===== src/rtl/arm_decode_pkg.sv =====
// arm_decode_pkg: shared types and encodings for the registered ARM decode stage.
//   - DP opcode and condition-code constants
//   - multiply mode codes (same encoding the multiplier consumes)
//   - uop_class enum, cin_sel / logic_idx / shifter encodings
//   - packed micro-op struct stored in the output buffer
//   - condition evaluation helper
package arm_decode_pkg;

    // Data-processing opcodes, instr[24:21]
    localparam logic [3:0] OP_AND = 4'h0;
    localparam logic [3:0] OP_EOR = 4'h1;
    localparam logic [3:0] OP_SUB = 4'h2;
    localparam logic [3:0] OP_RSB = 4'h3;
    localparam logic [3:0] OP_ADD = 4'h4;
    localparam logic [3:0] OP_ADC = 4'h5;
    localparam logic [3:0] OP_SBC = 4'h6;
    localparam logic [3:0] OP_RSC = 4'h7;
    localparam logic [3:0] OP_TST = 4'h8;
    localparam logic [3:0] OP_TEQ = 4'h9;
    localparam logic [3:0] OP_CMP = 4'hA;
    localparam logic [3:0] OP_CMN = 4'hB;
    localparam logic [3:0] OP_ORR = 4'hC;
    localparam logic [3:0] OP_MOV = 4'hD;
    localparam logic [3:0] OP_BIC = 4'hE;
    localparam logic [3:0] OP_MVN = 4'hF;

    // Condition codes, instr[31:28]
    localparam logic [3:0] COND_EQ = 4'h0;
    localparam logic [3:0] COND_NE = 4'h1;
    localparam logic [3:0] COND_CS = 4'h2;
    localparam logic [3:0] COND_CC = 4'h3;
    localparam logic [3:0] COND_MI = 4'h4;
    localparam logic [3:0] COND_PL = 4'h5;
    localparam logic [3:0] COND_VS = 4'h6;
    localparam logic [3:0] COND_VC = 4'h7;
    localparam logic [3:0] COND_HI = 4'h8;
    localparam logic [3:0] COND_LS = 4'h9;
    localparam logic [3:0] COND_GE = 4'hA;
    localparam logic [3:0] COND_LT = 4'hB;
    localparam logic [3:0] COND_GT = 4'hC;
    localparam logic [3:0] COND_LE = 4'hD;
    localparam logic [3:0] COND_AL = 4'hE;
    localparam logic [3:0] COND_NV = 4'hF;

    // Multiply modes, instr[23:21]; 010/011 are undefined
    localparam logic [2:0] MUL_MUL   = 3'b000;
    localparam logic [2:0] MUL_MLA   = 3'b001;
    localparam logic [2:0] MUL_UMULL = 3'b100;
    localparam logic [2:0] MUL_UMLAL = 3'b101;
    localparam logic [2:0] MUL_SMULL = 3'b110;
    localparam logic [2:0] MUL_SMLAL = 3'b111;

    typedef enum logic [1:0] {
        UOP_DP    = 2'd0,
        UOP_MUL   = 2'd1,
        UOP_NOP   = 2'd2,
        UOP_UNDEF = 2'd3
    } uop_class_t;

    localparam logic [1:0] CIN_ZERO  = 2'd0;
    localparam logic [1:0] CIN_ONE   = 2'd1;
    localparam logic [1:0] CIN_C     = 2'd2;
    localparam logic [1:0] CIN_NOT_C = 2'd3;

    localparam logic [2:0] LOGIC_AND = 3'd0;
    localparam logic [2:0] LOGIC_ORR = 3'd1;
    localparam logic [2:0] LOGIC_EOR = 3'd2;

    localparam logic [2:0] SHMODE_ROR_IMM = 3'b100;

    typedef enum logic [0:0] {
        ST_IDLE = 1'b0,
        ST_HI   = 1'b1
    } fsm_state_t;

    // Register indices are held at their native 4-bit width; the top zero-extends.
    typedef struct packed {
        uop_class_t  uop_class;
        logic [3:0]  alu_op;
        logic        inv_a;
        logic        inv_b;
        logic        is_logic;
        logic [2:0]  logic_idx;
        logic [1:0]  cin_sel;
        logic        pass_b;
        logic        reg_w;
        logic        s_on;
        logic [3:0]  rd;
        logic [3:0]  rn;
        logic [3:0]  rm;
        logic [3:0]  rs;
        logic        is_immediate;
        logic [7:0]  imm8;
        logic [3:0]  rot4;
        logic [2:0]  shifter_mode;
        logic [4:0]  shifter_count;
        logic        reg_shift;
        logic [2:0]  mul_mode;
        logic        accumulate;
        logic        uop_last;
        logic        cond_fail;
    } uop_t;

    // nzcv = {N, Z, C, V}; AL and NV both report pass here (NV is trapped by the caller)
    function automatic logic cond_pass(input logic [3:0] cond, input logic [3:0] nzcv);
        logic n;
        logic z;
        logic c;
        logic v;
        logic pass;
        n = nzcv[3];
        z = nzcv[2];
        c = nzcv[1];
        v = nzcv[0];
        pass = 1'b1;
        case (cond)
            COND_EQ: pass = z;
            COND_NE: pass = !z;
            COND_CS: pass = c;
            COND_CC: pass = !c;
            COND_MI: pass = n;
            COND_PL: pass = !n;
            COND_VS: pass = v;
            COND_VC: pass = !v;
            COND_HI: pass = c && !z;
            COND_LS: pass = !c || z;
            COND_GE: pass = (n == v);
            COND_LT: pass = (n != v);
            COND_GT: pass = !z && (n == v);
            COND_LE: pass = z || (n != v);
            default: pass = 1'b1;
        endcase
        return pass;
    endfunction

endpackage


===== src/rtl/arm_decode_stage_if.sv =====
// arm_decode_stage_if: instruction-in / micro-op-out handshake bundle.
//   Input side : in_valid, in_ready, in_instr[31:0], flags_nzcv[3:0]
//   Output side: out_valid, out_ready and the decoded head-of-buffer fields
//   modport slave  : the decode stage
//   modport master : the producer/consumer environment
interface arm_decode_stage_if #(
    parameter int REG_AW = 4
);
    logic              in_valid;
    logic              in_ready;
    logic [31:0]       in_instr;
    logic [3:0]        flags_nzcv;
    logic              out_valid;
    logic              out_ready;
    logic [1:0]        uop_class;
    logic [3:0]        alu_op;
    logic              inv_a;
    logic              inv_b;
    logic              is_logic;
    logic [2:0]        logic_idx;
    logic [1:0]        cin_sel;
    logic              pass_b;
    logic              reg_w;
    logic              s_on;
    logic [REG_AW-1:0] rd;
    logic [REG_AW-1:0] rn;
    logic [REG_AW-1:0] rm;
    logic [REG_AW-1:0] rs;
    logic              is_immediate;
    logic [7:0]        imm8;
    logic [3:0]        rot4;
    logic [2:0]        shifter_mode;
    logic [4:0]        shifter_count;
    logic              reg_shift;
    logic [2:0]        mul_mode;
    logic              accumulate;
    logic              uop_last;
    logic              cond_fail;

    modport slave (
        input  in_valid, in_instr, flags_nzcv, out_ready,
        output in_ready, out_valid, uop_class, alu_op, inv_a, inv_b, is_logic,
               logic_idx, cin_sel, pass_b, reg_w, s_on, rd, rn, rm, rs,
               is_immediate, imm8, rot4, shifter_mode, shifter_count, reg_shift,
               mul_mode, accumulate, uop_last, cond_fail
    );

    modport master (
        output in_valid, in_instr, flags_nzcv, out_ready,
        input  in_ready, out_valid, uop_class, alu_op, inv_a, inv_b, is_logic,
               logic_idx, cin_sel, pass_b, reg_w, s_on, rd, rn, rm, rs,
               is_immediate, imm8, rot4, shifter_mode, shifter_count, reg_shift,
               mul_mode, accumulate, uop_last, cond_fail
    );
endinterface


===== src/rtl/arm_uop_fifo.sv =====
// arm_uop_fifo: DEPTH-entry synchronous FIFO of uop_t micro-ops.
//   clk, rst        : clock, synchronous active-high reset (empties the FIFO)
//   i_push, i_data  : write request and micro-op (ignored when full)
//   i_pop           : remove head (ignored when empty)
//   o_data          : head entry (meaningful only when o_count != 0)
//   o_count         : number of stored entries, 0..DEPTH
module arm_uop_fifo
    import arm_decode_pkg::*;
#(
    parameter int DEPTH = 2,
    localparam int PW = (DEPTH > 1) ? $clog2(DEPTH) : 1,
    localparam int CW = $clog2(DEPTH) + 1
) (
    input  logic          clk,
    input  logic          rst,
    input  logic          i_push,
    input  uop_t          i_data,
    input  logic          i_pop,
    output uop_t          o_data,
    output logic [CW-1:0] o_count
);
    uop_t          r_mem [DEPTH];
    logic [PW-1:0] r_wr_ptr;
    logic [PW-1:0] r_rd_ptr;
    logic [CW-1:0] r_count;
    logic          w_push;
    logic          w_pop;

    assign w_push  = i_push && (r_count != CW'(DEPTH));
    assign w_pop   = i_pop && (r_count != {CW{1'b0}});
    assign o_data  = r_mem[r_rd_ptr];
    assign o_count = r_count;

    // Entry storage; contents need no reset because the head is qualified by count
    always_ff @(posedge clk) begin
        if (w_push) begin
            r_mem[r_wr_ptr] <= i_data;
        end
    end

    // Pointers wrap naturally because DEPTH is a power of two
    always_ff @(posedge clk) begin
        if (rst) begin
            r_wr_ptr <= {PW{1'b0}};
            r_rd_ptr <= {PW{1'b0}};
            r_count  <= {CW{1'b0}};
        end else begin
            if (w_push) begin
                r_wr_ptr <= r_wr_ptr + PW'(1'b1);
            end
            if (w_pop) begin
                r_rd_ptr <= r_rd_ptr + PW'(1'b1);
            end
            case ({w_push, w_pop})
                2'b10:   r_count <= r_count + CW'(1'b1);
                2'b01:   r_count <= r_count - CW'(1'b1);
                default: r_count <= r_count;
            endcase
        end
    end
endmodule


===== src/rtl/arm_decode_stage.sv =====
// arm_decode_stage: registered, handshaked ARM data-processing / multiply decoder.
//   clk, rst : clock, synchronous active-high reset
//   bus      : arm_decode_stage_if.slave
//              in_valid/in_ready/in_instr/flags_nzcv  instruction input
//              out_valid/out_ready + decoded fields   micro-op buffer head
// Long multiplies expand into two micro-ops (RdLo then RdHi); the second is
// issued from the HI state so the input is stalled for that cycle.
// Optional feature macro: ARM_DECODE_COND_EXEC_EN (condition evaluation).
// Without it every instruction is treated as AL and cond_fail stays 0.
module arm_decode_stage
    import arm_decode_pkg::*;
#(
    parameter int DEPTH  = 2,
    parameter int REG_AW = 4,
    localparam int CW = $clog2(DEPTH) + 1
) (
    input logic              clk,
    input logic              rst,
    arm_decode_stage_if.slave bus
);
    fsm_state_t    r_state;
    uop_t          r_hi_uop;
    logic          r_run;
    uop_t          w_uop0;
    uop_t          w_uop1;
    logic          w_long;
    uop_t          w_push_data;
    logic          w_push;
    logic          w_pop;
    logic          w_room;
    logic          w_in_ready;
    logic          w_accept;
    logic          w_out_valid;
    uop_t          w_fifo_head;
    uop_t          w_head;
    logic [CW-1:0] w_count;
    logic [31:0]   w_instr;
    logic          w_cond_ok;
    logic          w_cond_undef;
    logic          w_is_mul;
    logic          w_is_dp;
    logic          w_mul_bad;

    assign w_instr = bus.in_instr;

`ifdef ARM_DECODE_COND_EXEC_EN
    assign w_cond_undef = (w_instr[31:28] == COND_NV);
    assign w_cond_ok    = cond_pass(w_instr[31:28], bus.flags_nzcv);
`else
    logic w_unused_cond;
    assign w_unused_cond = ^{bus.flags_nzcv, w_instr[31:28]};
    assign w_cond_undef  = 1'b0;
    assign w_cond_ok     = 1'b1;
`endif

    assign w_is_mul  = (w_instr[27:24] == 4'h0) && (w_instr[7:4] == 4'b1001);
    assign w_is_dp   = !w_is_mul && (w_instr[27:26] == 2'b00);
    assign w_mul_bad = w_is_mul && (w_instr[23:22] == 2'b01);

    // in_ready depends only on registers; r_run keeps it low through reset
    assign w_room      = (w_count < CW'(DEPTH));
    assign w_in_ready  = r_run && (r_state == ST_IDLE) && w_room;
    assign w_accept    = bus.in_valid && w_in_ready;
    assign w_out_valid = (w_count != {CW{1'b0}});
    assign w_pop       = w_out_valid && bus.out_ready;

    // Decode the offered instruction into its first (and, for long multiplies, second) micro-op
    always_comb begin
        w_uop0 = '0;
        w_uop1 = '0;
        w_long = 1'b0;
        if (w_cond_undef) begin
            w_uop0.uop_class = UOP_UNDEF;
            w_uop0.uop_last  = 1'b1;
        end else if (!w_cond_ok) begin
            // A failed long multiply collapses to this single NOP
            w_uop0.uop_class = UOP_NOP;
            w_uop0.cond_fail = 1'b1;
            w_uop0.uop_last  = 1'b1;
        end else if (w_is_mul && !w_mul_bad) begin
            w_uop0.uop_class  = UOP_MUL;
            w_uop0.mul_mode   = w_instr[23:21];
            w_uop0.accumulate = w_instr[21];
            w_uop0.rm         = w_instr[3:0];
            w_uop0.rs         = w_instr[11:8];
            w_uop0.reg_w      = 1'b1;
            if (w_instr[23]) begin
                w_long          = 1'b1;
                w_uop1          = w_uop0;
                w_uop0.rd       = w_instr[15:12];
                w_uop0.rn       = w_instr[15:12];
                w_uop0.uop_last = 1'b0;
                w_uop0.s_on     = 1'b0;
                w_uop1.rd       = w_instr[19:16];
                w_uop1.rn       = w_instr[19:16];
                w_uop1.uop_last = 1'b1;
                w_uop1.s_on     = w_instr[20];
            end else begin
                w_uop0.rd       = w_instr[19:16];
                w_uop0.rn       = w_instr[15:12];
                w_uop0.s_on     = w_instr[20];
                w_uop0.uop_last = 1'b1;
            end
        end else if (w_is_dp) begin
            w_uop0.uop_class = UOP_DP;
            w_uop0.alu_op    = w_instr[24:21];
            w_uop0.rd        = w_instr[15:12];
            w_uop0.rn        = w_instr[19:16];
            w_uop0.reg_w     = 1'b1;
            w_uop0.s_on      = w_instr[20];
            w_uop0.uop_last  = 1'b1;
            if (w_instr[25]) begin
                w_uop0.is_immediate  = 1'b1;
                w_uop0.imm8          = w_instr[7:0];
                w_uop0.rot4          = w_instr[11:8];
                w_uop0.shifter_mode  = SHMODE_ROR_IMM;
                w_uop0.shifter_count = {w_instr[11:8], 1'b0};
            end else begin
                w_uop0.rm           = w_instr[3:0];
                w_uop0.reg_shift    = w_instr[4];
                w_uop0.shifter_mode = {1'b0, w_instr[6:5]};
                if (w_instr[4]) begin
                    w_uop0.rs            = w_instr[11:8];
                    w_uop0.shifter_count = 5'd0;
                end else begin
                    w_uop0.shifter_count = w_instr[11:7];
                end
            end
            case (w_instr[24:21])
                OP_AND: begin w_uop0.is_logic = 1'b1; w_uop0.logic_idx = LOGIC_AND; end
                OP_EOR: begin w_uop0.is_logic = 1'b1; w_uop0.logic_idx = LOGIC_EOR; end
                OP_SUB: begin w_uop0.inv_b = 1'b1; w_uop0.cin_sel = CIN_ONE; end
                OP_RSB: begin w_uop0.inv_a = 1'b1; w_uop0.cin_sel = CIN_ONE; end
                OP_ADD: w_uop0.cin_sel = CIN_ZERO;
                OP_ADC: w_uop0.cin_sel = CIN_C;
                OP_SBC: begin w_uop0.inv_b = 1'b1; w_uop0.cin_sel = CIN_C; end
                OP_RSC: begin w_uop0.inv_a = 1'b1; w_uop0.cin_sel = CIN_C; end
                OP_TST: begin w_uop0.is_logic = 1'b1; w_uop0.logic_idx = LOGIC_AND; end
                OP_TEQ: begin w_uop0.is_logic = 1'b1; w_uop0.logic_idx = LOGIC_EOR; end
                OP_CMP: begin w_uop0.inv_b = 1'b1; w_uop0.cin_sel = CIN_ONE; end
                OP_CMN: w_uop0.cin_sel = CIN_ZERO;
                OP_ORR: begin w_uop0.is_logic = 1'b1; w_uop0.logic_idx = LOGIC_ORR; end
                OP_MOV: w_uop0.pass_b = 1'b1;
                OP_BIC: begin
                    w_uop0.is_logic  = 1'b1;
                    w_uop0.logic_idx = LOGIC_AND;
                    w_uop0.inv_b     = 1'b1;
                end
                OP_MVN: begin w_uop0.pass_b = 1'b1; w_uop0.inv_b = 1'b1; end
                default: w_uop0.cin_sel = CIN_ZERO;
            endcase
            // Compare/test ops only update flags
            if (w_instr[24:23] == 2'b10) begin
                w_uop0.reg_w = 1'b0;
                w_uop0.s_on  = 1'b1;
            end else begin
                w_uop0.reg_w = 1'b1;
            end
        end else begin
            w_uop0.uop_class = UOP_UNDEF;
            w_uop0.uop_last  = 1'b1;
        end
    end

    // Select what enters the buffer: the stashed RdHi micro-op in HI, else the fresh decode
    always_comb begin
        if (r_state == ST_HI) begin
            w_push      = w_room;
            w_push_data = r_hi_uop;
        end else begin
            w_push      = w_accept;
            w_push_data = w_uop0;
        end
    end

    // Long-multiply sequencer; reset drops any pending RdHi micro-op
    always_ff @(posedge clk) begin
        if (rst) begin
            r_state  <= ST_IDLE;
            r_hi_uop <= '0;
            r_run    <= 1'b0;
        end else begin
            r_run <= 1'b1;
            case (r_state)
                ST_IDLE: begin
                    if (w_accept && w_long) begin
                        r_hi_uop <= w_uop1;
                        r_state  <= ST_HI;
                    end
                end
                ST_HI: begin
                    if (w_room) begin
                        r_state <= ST_IDLE;
                    end
                end
                default: r_state <= ST_IDLE;
            endcase
        end
    end

    arm_uop_fifo #(
        .DEPTH (DEPTH)
    ) u_fifo (
        .clk     (clk),
        .rst     (rst),
        .i_push  (w_push),
        .i_data  (w_push_data),
        .i_pop   (w_pop),
        .o_data  (w_fifo_head),
        .o_count (w_count)
    );

    // Head fields read as zero while the buffer is empty
    always_comb begin
        if (w_out_valid) begin
            w_head = w_fifo_head;
        end else begin
            w_head = '0;
        end
    end

    assign bus.in_ready      = w_in_ready;
    assign bus.out_valid     = w_out_valid;
    assign bus.uop_class     = w_head.uop_class;
    assign bus.alu_op        = w_head.alu_op;
    assign bus.inv_a         = w_head.inv_a;
    assign bus.inv_b         = w_head.inv_b;
    assign bus.is_logic      = w_head.is_logic;
    assign bus.logic_idx     = w_head.logic_idx;
    assign bus.cin_sel       = w_head.cin_sel;
    assign bus.pass_b        = w_head.pass_b;
    assign bus.reg_w         = w_head.reg_w;
    assign bus.s_on          = w_head.s_on;
    assign bus.rd            = REG_AW'(w_head.rd);
    assign bus.rn            = REG_AW'(w_head.rn);
    assign bus.rm            = REG_AW'(w_head.rm);
    assign bus.rs            = REG_AW'(w_head.rs);
    assign bus.is_immediate  = w_head.is_immediate;
    assign bus.imm8          = w_head.imm8;
    assign bus.rot4          = w_head.rot4;
    assign bus.shifter_mode  = w_head.shifter_mode;
    assign bus.shifter_count = w_head.shifter_count;
    assign bus.reg_shift     = w_head.reg_shift;
    assign bus.mul_mode      = w_head.mul_mode;
    assign bus.accumulate    = w_head.accumulate;
    assign bus.uop_last      = w_head.uop_last;
    assign bus.cond_fail     = w_head.cond_fail;
endmodule

===== src/flat_wrapper.sv =====
// flat-port wrapper written by rule: the top's interface ports become plain ports
module arm_decode_stage_flat import arm_decode_pkg::*;
#(
    parameter int DEPTH  = 2,
    parameter int REG_AW = 4,
    localparam int CW = $clog2(DEPTH) + 1
)
  (clk, rst, bus_in_valid, bus_in_instr, bus_flags_nzcv, bus_out_ready, bus_in_ready, bus_out_valid, bus_uop_class, bus_alu_op, bus_inv_a, bus_inv_b, bus_is_logic, bus_logic_idx, bus_cin_sel, bus_pass_b, bus_reg_w, bus_s_on, bus_rd, bus_rn, bus_rm, bus_rs, bus_is_immediate, bus_imm8, bus_rot4, bus_shifter_mode, bus_shifter_count, bus_reg_shift, bus_mul_mode, bus_accumulate, bus_uop_last, bus_cond_fail);
  arm_decode_stage_if #(.REG_AW(REG_AW)) bus_i ();
  input logic clk;
  input logic rst;
  input wire logic [$bits(bus_i.in_valid)-1:0] bus_in_valid;
  input wire logic [$bits(bus_i.in_instr)-1:0] bus_in_instr;
  input wire logic [$bits(bus_i.flags_nzcv)-1:0] bus_flags_nzcv;
  input wire logic [$bits(bus_i.out_ready)-1:0] bus_out_ready;
  output wire logic [$bits(bus_i.in_ready)-1:0] bus_in_ready;
  output wire logic [$bits(bus_i.out_valid)-1:0] bus_out_valid;
  output wire logic [$bits(bus_i.uop_class)-1:0] bus_uop_class;
  output wire logic [$bits(bus_i.alu_op)-1:0] bus_alu_op;
  output wire logic [$bits(bus_i.inv_a)-1:0] bus_inv_a;
  output wire logic [$bits(bus_i.inv_b)-1:0] bus_inv_b;
  output wire logic [$bits(bus_i.is_logic)-1:0] bus_is_logic;
  output wire logic [$bits(bus_i.logic_idx)-1:0] bus_logic_idx;
  output wire logic [$bits(bus_i.cin_sel)-1:0] bus_cin_sel;
  output wire logic [$bits(bus_i.pass_b)-1:0] bus_pass_b;
  output wire logic [$bits(bus_i.reg_w)-1:0] bus_reg_w;
  output wire logic [$bits(bus_i.s_on)-1:0] bus_s_on;
  output wire logic [$bits(bus_i.rd)-1:0] bus_rd;
  output wire logic [$bits(bus_i.rn)-1:0] bus_rn;
  output wire logic [$bits(bus_i.rm)-1:0] bus_rm;
  output wire logic [$bits(bus_i.rs)-1:0] bus_rs;
  output wire logic [$bits(bus_i.is_immediate)-1:0] bus_is_immediate;
  output wire logic [$bits(bus_i.imm8)-1:0] bus_imm8;
  output wire logic [$bits(bus_i.rot4)-1:0] bus_rot4;
  output wire logic [$bits(bus_i.shifter_mode)-1:0] bus_shifter_mode;
  output wire logic [$bits(bus_i.shifter_count)-1:0] bus_shifter_count;
  output wire logic [$bits(bus_i.reg_shift)-1:0] bus_reg_shift;
  output wire logic [$bits(bus_i.mul_mode)-1:0] bus_mul_mode;
  output wire logic [$bits(bus_i.accumulate)-1:0] bus_accumulate;
  output wire logic [$bits(bus_i.uop_last)-1:0] bus_uop_last;
  output wire logic [$bits(bus_i.cond_fail)-1:0] bus_cond_fail;
  assign bus_i.in_valid = bus_in_valid;
  assign bus_i.in_instr = bus_in_instr;
  assign bus_i.flags_nzcv = bus_flags_nzcv;
  assign bus_i.out_ready = bus_out_ready;
  assign bus_in_ready = bus_i.in_ready;
  assign bus_out_valid = bus_i.out_valid;
  assign bus_uop_class = bus_i.uop_class;
  assign bus_alu_op = bus_i.alu_op;
  assign bus_inv_a = bus_i.inv_a;
  assign bus_inv_b = bus_i.inv_b;
  assign bus_is_logic = bus_i.is_logic;
  assign bus_logic_idx = bus_i.logic_idx;
  assign bus_cin_sel = bus_i.cin_sel;
  assign bus_pass_b = bus_i.pass_b;
  assign bus_reg_w = bus_i.reg_w;
  assign bus_s_on = bus_i.s_on;
  assign bus_rd = bus_i.rd;
  assign bus_rn = bus_i.rn;
  assign bus_rm = bus_i.rm;
  assign bus_rs = bus_i.rs;
  assign bus_is_immediate = bus_i.is_immediate;
  assign bus_imm8 = bus_i.imm8;
  assign bus_rot4 = bus_i.rot4;
  assign bus_shifter_mode = bus_i.shifter_mode;
  assign bus_shifter_count = bus_i.shifter_count;
  assign bus_reg_shift = bus_i.reg_shift;
  assign bus_mul_mode = bus_i.mul_mode;
  assign bus_accumulate = bus_i.accumulate;
  assign bus_uop_last = bus_i.uop_last;
  assign bus_cond_fail = bus_i.cond_fail;
  arm_decode_stage #(.DEPTH(DEPTH), .REG_AW(REG_AW)) u_core (.clk(clk), .rst(rst), .bus(bus_i));
endmodule

===== config.mk =====
export PLATFORM = sky130hd
export DESIGN_NAME = arm_decode_stage_flat
export DESIGN_NICKNAME = d
export VERILOG_FILES = /design/src/rtl/arm_decode_pkg.sv /design/src/rtl/arm_decode_stage_if.sv /design/src/rtl/arm_uop_fifo.sv /design/src/rtl/arm_decode_stage.sv /design/src/flat_wrapper.sv
export SDC_FILE = /design/constraint.sdc
export NUM_CORES = 1
export LEC_CHECK = 0
export BUFFER_PORTS_ARGS = -buffer_cell sky130_fd_sc_hd__buf_2
export CORE_MARGIN = 1
export CORE_UTILIZATION = 56
export CTS_CLUSTER_SIZE = 30
export DETAILED_ROUTE_END_ITERATION = 7
export GPL_TIMING_DRIVEN = 0
export HOLD_SLACK_MARGIN = 0.06
export PLACE_DENSITY = 0.79
export SLEW_MARGIN = 20
export SYNTH_ARGS = -nofsm -noshare
export SYNTH_HDL_FRONTEND = slang
export SYNTH_SLANG_ARGS = --single-unit

===== constraint.sdc =====
create_clock -name clk -period 4.84 [get_ports clk]
set_clock_uncertainty 0.05 [all_clocks]
set_input_delay 0.242 -clock clk [delete_from_list [all_inputs] [get_ports clk]]
set_output_delay 0.242 -clock clk [all_outputs]
set_load 0.02 [all_outputs]

## Yosys cells after proc, flatten, opt, wreduce, memory -nomap -nowiden

Memories as Yosys holds them, arrays and structs flattened. A register that Yosys moved wholly into a read port is not among the register bits.
Cells that the tools add are included.

| storage, ports and cells | value |
|---|---|
| register bits | 67 |
| bits in latches | 0 |
| bits in writable memories | 122 |
| ROM bits | 0 |
| logic and storage cells | 120 |
| memories kept | 1 |

Memories:

| name | words | bits a word | rd ports | clocked after Yosys merged registers in | write ports | RTL line | text |
|---|---|---|---|---|---|---|---|
| u_core.u_fifo.r_mem | 2 | 61 | 1 | 1 | 1 | arm_uop_fifo.sv:22 | `uop_t r_mem [DEPTH];` |

| cells by class | value |
|---|---|
| add/subtract/negate cells | 4 |
| multipliers | 0 |
| divide/modulo/power cells | 0 |
| order comparisons | 1 |
| eq/ne operators | 19 |
| shift operators | 0 |
| mux-type cells | 39 |
| bitwise logic cells | 1 |
| reductions and logical operators | 26 |

Operator list:

| operator | number |
|---|---|
| two-way mux 61 bit | 2 |
| two-way mux 60 bit | 2 |
| two-way mux 53 bit | 1 |
| equality test 4 bit (second input constant) | 8 |
| two-way mux 13 bit | 2 |
| two-way mux 22 bit | 1 |
| two-way mux 1 bit | 18 |
| two-way mux 18 bit | 1 |
| two-way mux 8 bit | 2 |
| equality test 4 x 3 -> 1 bit (second input constant) | 3 |
| one-hot mux 4 bit (3 select lines) | 1 |
| logical AND 1 bit | 11 |
| two-way mux 9 bit | 1 |
| OR reduction 3 bit | 3 |
| equality test 4 x 2 -> 1 bit (second input constant) | 2 |
| logical NOT 4 bit | 2 |
| two-way mux 4 bit | 2 |
| one-hot mux 2 bit (2 select lines) | 2 |
| OR reduction 2 bit | 3 |
| two-way mux 5 bit | 1 |
| OR reduction 5 bit | 1 |
| equality test 2 x 1 -> 1 bit (second input constant) | 2 |
| equality test 2 bit (second input constant) | 2 |
| equality test 4 x 1 -> 1 bit (second input constant) | 1 |
| 12 further kinds | 16 |

## Logic depth before layout (Yosys ltp)

| depth | value |
|---|---|
| word-level depth | 9 |
| mapped depth | 7 |

## Cells and area by module

From an unflattened synthesis, not the netlist that was laid out.

| second synthesis, totals | value |
|---|---|
| cells, all modules | 486 |
| area, all modules | 6,582.6 um^2 |

Modules (own cells, without submodules):

| module | instances | cells each | area each (um^2) | seq. area each (um^2) |
|---|---|---|---|---|
| arm_uop_fifo | 1 | 214 | 4,598.2 | 3,763.6 |
| arm_decode_stage | 1 | 272 | 1,984.4 | 360.3 |

## Worst setup path after synthesis

No wires, ideal clock.

| timing path | value |
|---|---|
| path type | reg2reg |
| start point | register u_core.r_state |
| end point | memory u_core.u_fifo.r_mem[1][10] (netlist bit), enable pin |
| library setup time | 0.472 ns |
| arrival | 3.307 ns |
| slack | 1.011 ns |
| cell stages (with the launch flop) | 5 |
| period minus slack after synthesis | 3.829 ns |
| path through | dfxtp_1 > clkbuf_1 > a21oi_1 > or2_2 > nor2_1 |

| on the way | value |
|---|---|
| word-level cells in the longest chain between the ends | 8 |

RTL lines:

| element | RTL line | text |
|---|---|---|
| from (decl) | arm_decode_stage.sv:21 | `fsm_state_t r_state;` |
| from (signal assigned) | arm_decode_stage.sv:179 | `r_state <= ST_IDLE;` |
| from (signal assigned) | arm_decode_stage.sv:188 | `r_state <= ST_HI;` |
| from (signal assigned) | arm_decode_stage.sv:193 | `r_state <= ST_IDLE;` |
| NOT 1 bit (no line) | - |  |
| logical AND 1 bit (2 in series) | arm_decode_stage.sv:62 | `assign w_in_ready = r_run && (r_state == ST_IDLE) && w_room;` |
| logical AND 1 bit | arm_decode_stage.sv:63 | `assign w_accept = bus.in_valid && w_in_ready;` |
| two-way mux 1 bit (*) | arm_decode_stage.sv:167 | `if (r_state == ST_HI) begin` |
| logical AND 1 bit (*) | arm_uop_fifo.sv:29 | `assign w_push = i_push && (r_count != CW'(DEPTH));` |
| two-way mux 1 bit (*) | arm_uop_fifo.sv:36 | `if (w_push) begin` |
| two-way mux 1 bit (not written as such) (*) | arm_uop_fifo.sv:37 | `r_mem[r_wr_ptr] <= i_data;` |
| to (decl) | arm_uop_fifo.sv:22 |  |

Every way passes the cells marked *; elsewhere a longest branch is shown, timed or not.

## Worst setup path after layout

| timing path | value |
|---|---|
| start point | register u_core.u_fifo.r_count[1], in the netlist u_core.u_fifo.o_count[1] |
| end point | output bus_shifter_mode[2] |

| on the way | value |
|---|---|
| word-level cells in the longest chain between the ends | 2 |

RTL lines:

| element | RTL line | text |
|---|---|---|
| from (decl) | arm_uop_fifo.sv:25 | `logic [CW-1:0] r_count;` |
| from (signal assigned) | arm_uop_fifo.sv:46 | `r_count <= {CW{1'b0}};` |
| from (signal assigned) | arm_uop_fifo.sv:55 | `2'b10: r_count <= r_count + CW'(1'b1);` |
| from (signal assigned) | arm_uop_fifo.sv:56 | `2'b01: r_count <= r_count - CW'(1'b1);` |
| nonzero test 2 bit | arm_decode_stage.sv:64 | `assign w_out_valid = (w_count != {CW{1'b0}});` |
| two-way mux 61 bit | arm_decode_stage.sv:215 | `if (w_out_valid) begin` |
| to (decl) | flat_wrapper.sv:35 | `output wire logic [$bits(bus_i.shifter_mode)-1:0] bus_shifter_mode;` |

No other way between the ends.

==> metrics.txt <==
leakage power of the design=2.85 nW; area share of the largest cell type after synthesis=0.573; Antenna Violating Nets Remaining=0; via density per instance=5.66; number of nets in the finished design=635; Layout Area Growth over Synthesis=25.4%; slowest stage cell, crit path=clkbuf_1; most common cell in the synthesized netlist=edfxtp_1; Comb pwr share=0.279; pwr/cell area=495 nW/um^2; maxcap violations=0; pin count of the biggest net entering global routing=43; vias post-DR=4202; number of buffer cells added on primary ports=90; fraction of the yosys area taken by sequential cells=0.650; cts-stage hold buffer count=21; clock edge transition at the registers on the reported setup and hold paths=0.06 ns; Final Critical Period=3.05 ns; global routing usage summed across all routing layers=0.266; final setup violation count=0; via count of the first global-routing pass=4234; die height=105 um; ratio of cells with drive above 1 in the final layout=0.226; Crit Path Class=flop to output port; maximum buffer depth of the clock tree=2; routed wire length=13.9 mm; Netlist cell types=44; clock tree from TritonCTS=done; routed wirelength normalized by instance count=18.7 um; max-slew violation total from the final report=0; global-route wire length before repair=21.7 mm; cell type with the highest aggregate area in the netlist=edfxtp_1; data arrival time of the worst path=2.76 ns; initial standard-cell utilization of the core=0.579; detailed-route DRC error count=0; switching component of the power=1.18 mW; crit start category=flop; share of total power in the clock network=0.351; CP Max Fanout=10; number of placement rows=37; unrepaired setup endpoints after global routing=false; clock buffer count from CTS=17; number of gates resized after cts=0; gpl congestion=0.857; FFs w/ async S/R, synth=0; post-place setup slack=2.37 ns; Yosys warnings=0; latest clock arrival within the worst-skew pair=0.54 ns; diode count=0; share of the core filled with cells in the final layout=0.726; post-route fraction of the period consumed by the critical path=0.630; # Post-CTS Setup Buffers=0; result of the run=complete, no violations; worst hold slack after final layout=0.0719 ns; actual transition at the worst max-transition pin=0.796 ns; highest ir drop seen on vdd=0.305 mV; grt total ovfl=0; clock root buffer master=clkbuf_8; cell internal pwr=2.53 mW; floorplan die area=11100 um^2; die outline width=105 um; iteration-0 DRC count of the detailed router=352; headroom to the max-slew limit=0.469; summed instance area of the synthesized netlist=5980 um^2; worst hold path type=input pin to flop; sequential group share of total power=0.370; core area=10300 um^2; cells along the critical path=clkbuf_1 > nor2_1 > clkbuf_1 > buf_1 > nor2_1 > buf_4 > buf_2; antenna violations before repair=0; synthesized netlist cell count=460; number of clock sinks=137; number of search-and-repair iterations in the first detailed-routing pass=6; Commonest cells post-synth=114 x edfxtp_1, 72 x mux2i_1, 70 x nor2_1, 36 x nand2_1, 23 x dfxtp_1; delay of the slowest cell on the worst path=0.60 ns; count of flip-flops with a built-in enable after synthesis=114; number of primary I/O pins=103; Yosys reg bits=137; Sw Ratio=0.318; overall power after layout=3.71 mW; Synth Area per Inst=13.0 um^2; f_max=0.328 GHz; endpoint type of the worst setup path=output port; data required time of the critical path=4.55 ns; H-tree Lvls=4; cell types with the largest area share after synthesis=edfxtp_1 57%, mux2i_1 12%, dfxtp_1 7.7%, nor2_1 4.4%, nand2_1 2.3%; final hold viol count=0; smallest setup slack after layout=1.79 ns; final-layout setup total negative slack=0 ns; Post-DP HPWL=9.13 mm; Post-synth top flop=edfxtp_1
==> worst paths after layout <==
path | from | to | slack (ns) | depth (start not counted)
hold reg to reg | u_core.r_hi_uop[31]$_SDFFE_PP0P_ | u_core.r_hi_uop[31]$_SDFFE_PP0P_ | 0.41 | 2
hold / removal | bus_in_instr[21] | u_core.r_hi_uop[3]$_SDFFE_PP0P_ | 0.07 | 3
setup / recovery | u_core.u_fifo.o_count[1]$_SDFFE_PP0P_ | bus_shifter_mode[2] | 1.79 | 7
setup reg to reg | u_core.r_state$_SDFF_PP0_ | u_core.u_fifo.r_mem[1][23]$_DFFE_PP_ | 2.34 | 6
==> state kept, by name (all words and copies together) (netlist names), named ones only <==
| name | flops |
|---|---|
| u_core.u_fifo.r_mem | 114 |
| u_core.r_hi_uop | 16 |
| u_core.u_fifo.o_count | 2 |
| u_core.r_run | 1 |
| u_core.r_state | 1 |
| u_core.u_fifo.r_rd_ptr | 1 |
| u_core.u_fifo.r_wr_ptr | 1 |
==> stage by stage <==
step / instances / cell area [um^2]
final: 742 / 7490
after global routing: 742 / 7490
after detailed placement: 690 / 6690
after global placement: 687 / 6600
after floorplan: 461 / 5980
after CTS: 742 / 7490
==> layout make-up <==
class	count	area, um^2
Multi-Input combinational cell	278	1880
Tap cell	136	170
Clock buffer	18	418
Timing Repair Buffer	114	736
Clock inverter	13	179
Buffer	35	181
Sequential cell	137	3880
Inverter	11	43.8
Fill cell	691	2830
==> kinds of logic (layout without fill, tap and decap cells) <==
kind of cell | count (synthesis) | in the layout | share of synthesized area
AOI/OAI and AO/OA | 43 | 43 | 0.0565
xor gates and xnor gates | 3 | 3 | 0.00440
adders and majority gates | 1 | 1 | 0.00209
buffers and inverters | 46 | 191 | 0.0373
DFF | 137 | 137 | 0.650
muxes | 72 | 72 | 0.121
other | 1 | 2 | 0.000627
and+or+nand+nor | 157 | 157 | 0.129
==> power groups by stage <==
| stage | clock, mW | combinational (mW) | sequential, mW |
|---|---|---|---|
| after CTS | 1.31 | 1.04 | 1.37 |
| after global routing | 1.36 | 1.12 | 1.38 |
| final | 1.30 | 1.04 | 1.37 |
| after detailed placement | 0 | 1.02 | 1.39 |
| after floorplan | 0 | 0.692 | 1.39 |
| after global placement | 0 | 0.989 | 1.40 |
==> cells in the final DEF, fill, tap and decap left out, types with 8 or more instances in the layout <==
cell type / Yosys / routed
nor2_1: 70 / 69
nand2_1: 36 / 36
clkbuf_1: 20 / 21
a22o_1: 10 / 10
edfxtp_1: 114 / 114
dfxtp_1: 23 / 23
and2_1: 8 / 8
inv_1: 11 / 10
and3_1: 17 / 17
dlygate4sd3_1: 0 / 21
clkbuf_16: 0 / 16
buf_2: 3 / 93
mux2i_1: 72 / 72
==> critical path: cells and delay by family (launching register included) <==
kind	cells	cell delay, ns
buf+inv	5	1.49
flops	1	0.29
simple gates	2	0.42
==> routing by layer <==
layer  wire length (um)  global-route usage  vias up
li1                   -                   -     1950
met1               5510               0.333     2008
met2               6660               0.420      199
met3               1130              0.0662       45
met4                568               0.156        0
met5                  0                   0        -
No activity file was read; power rests on OpenSTA's default activity.
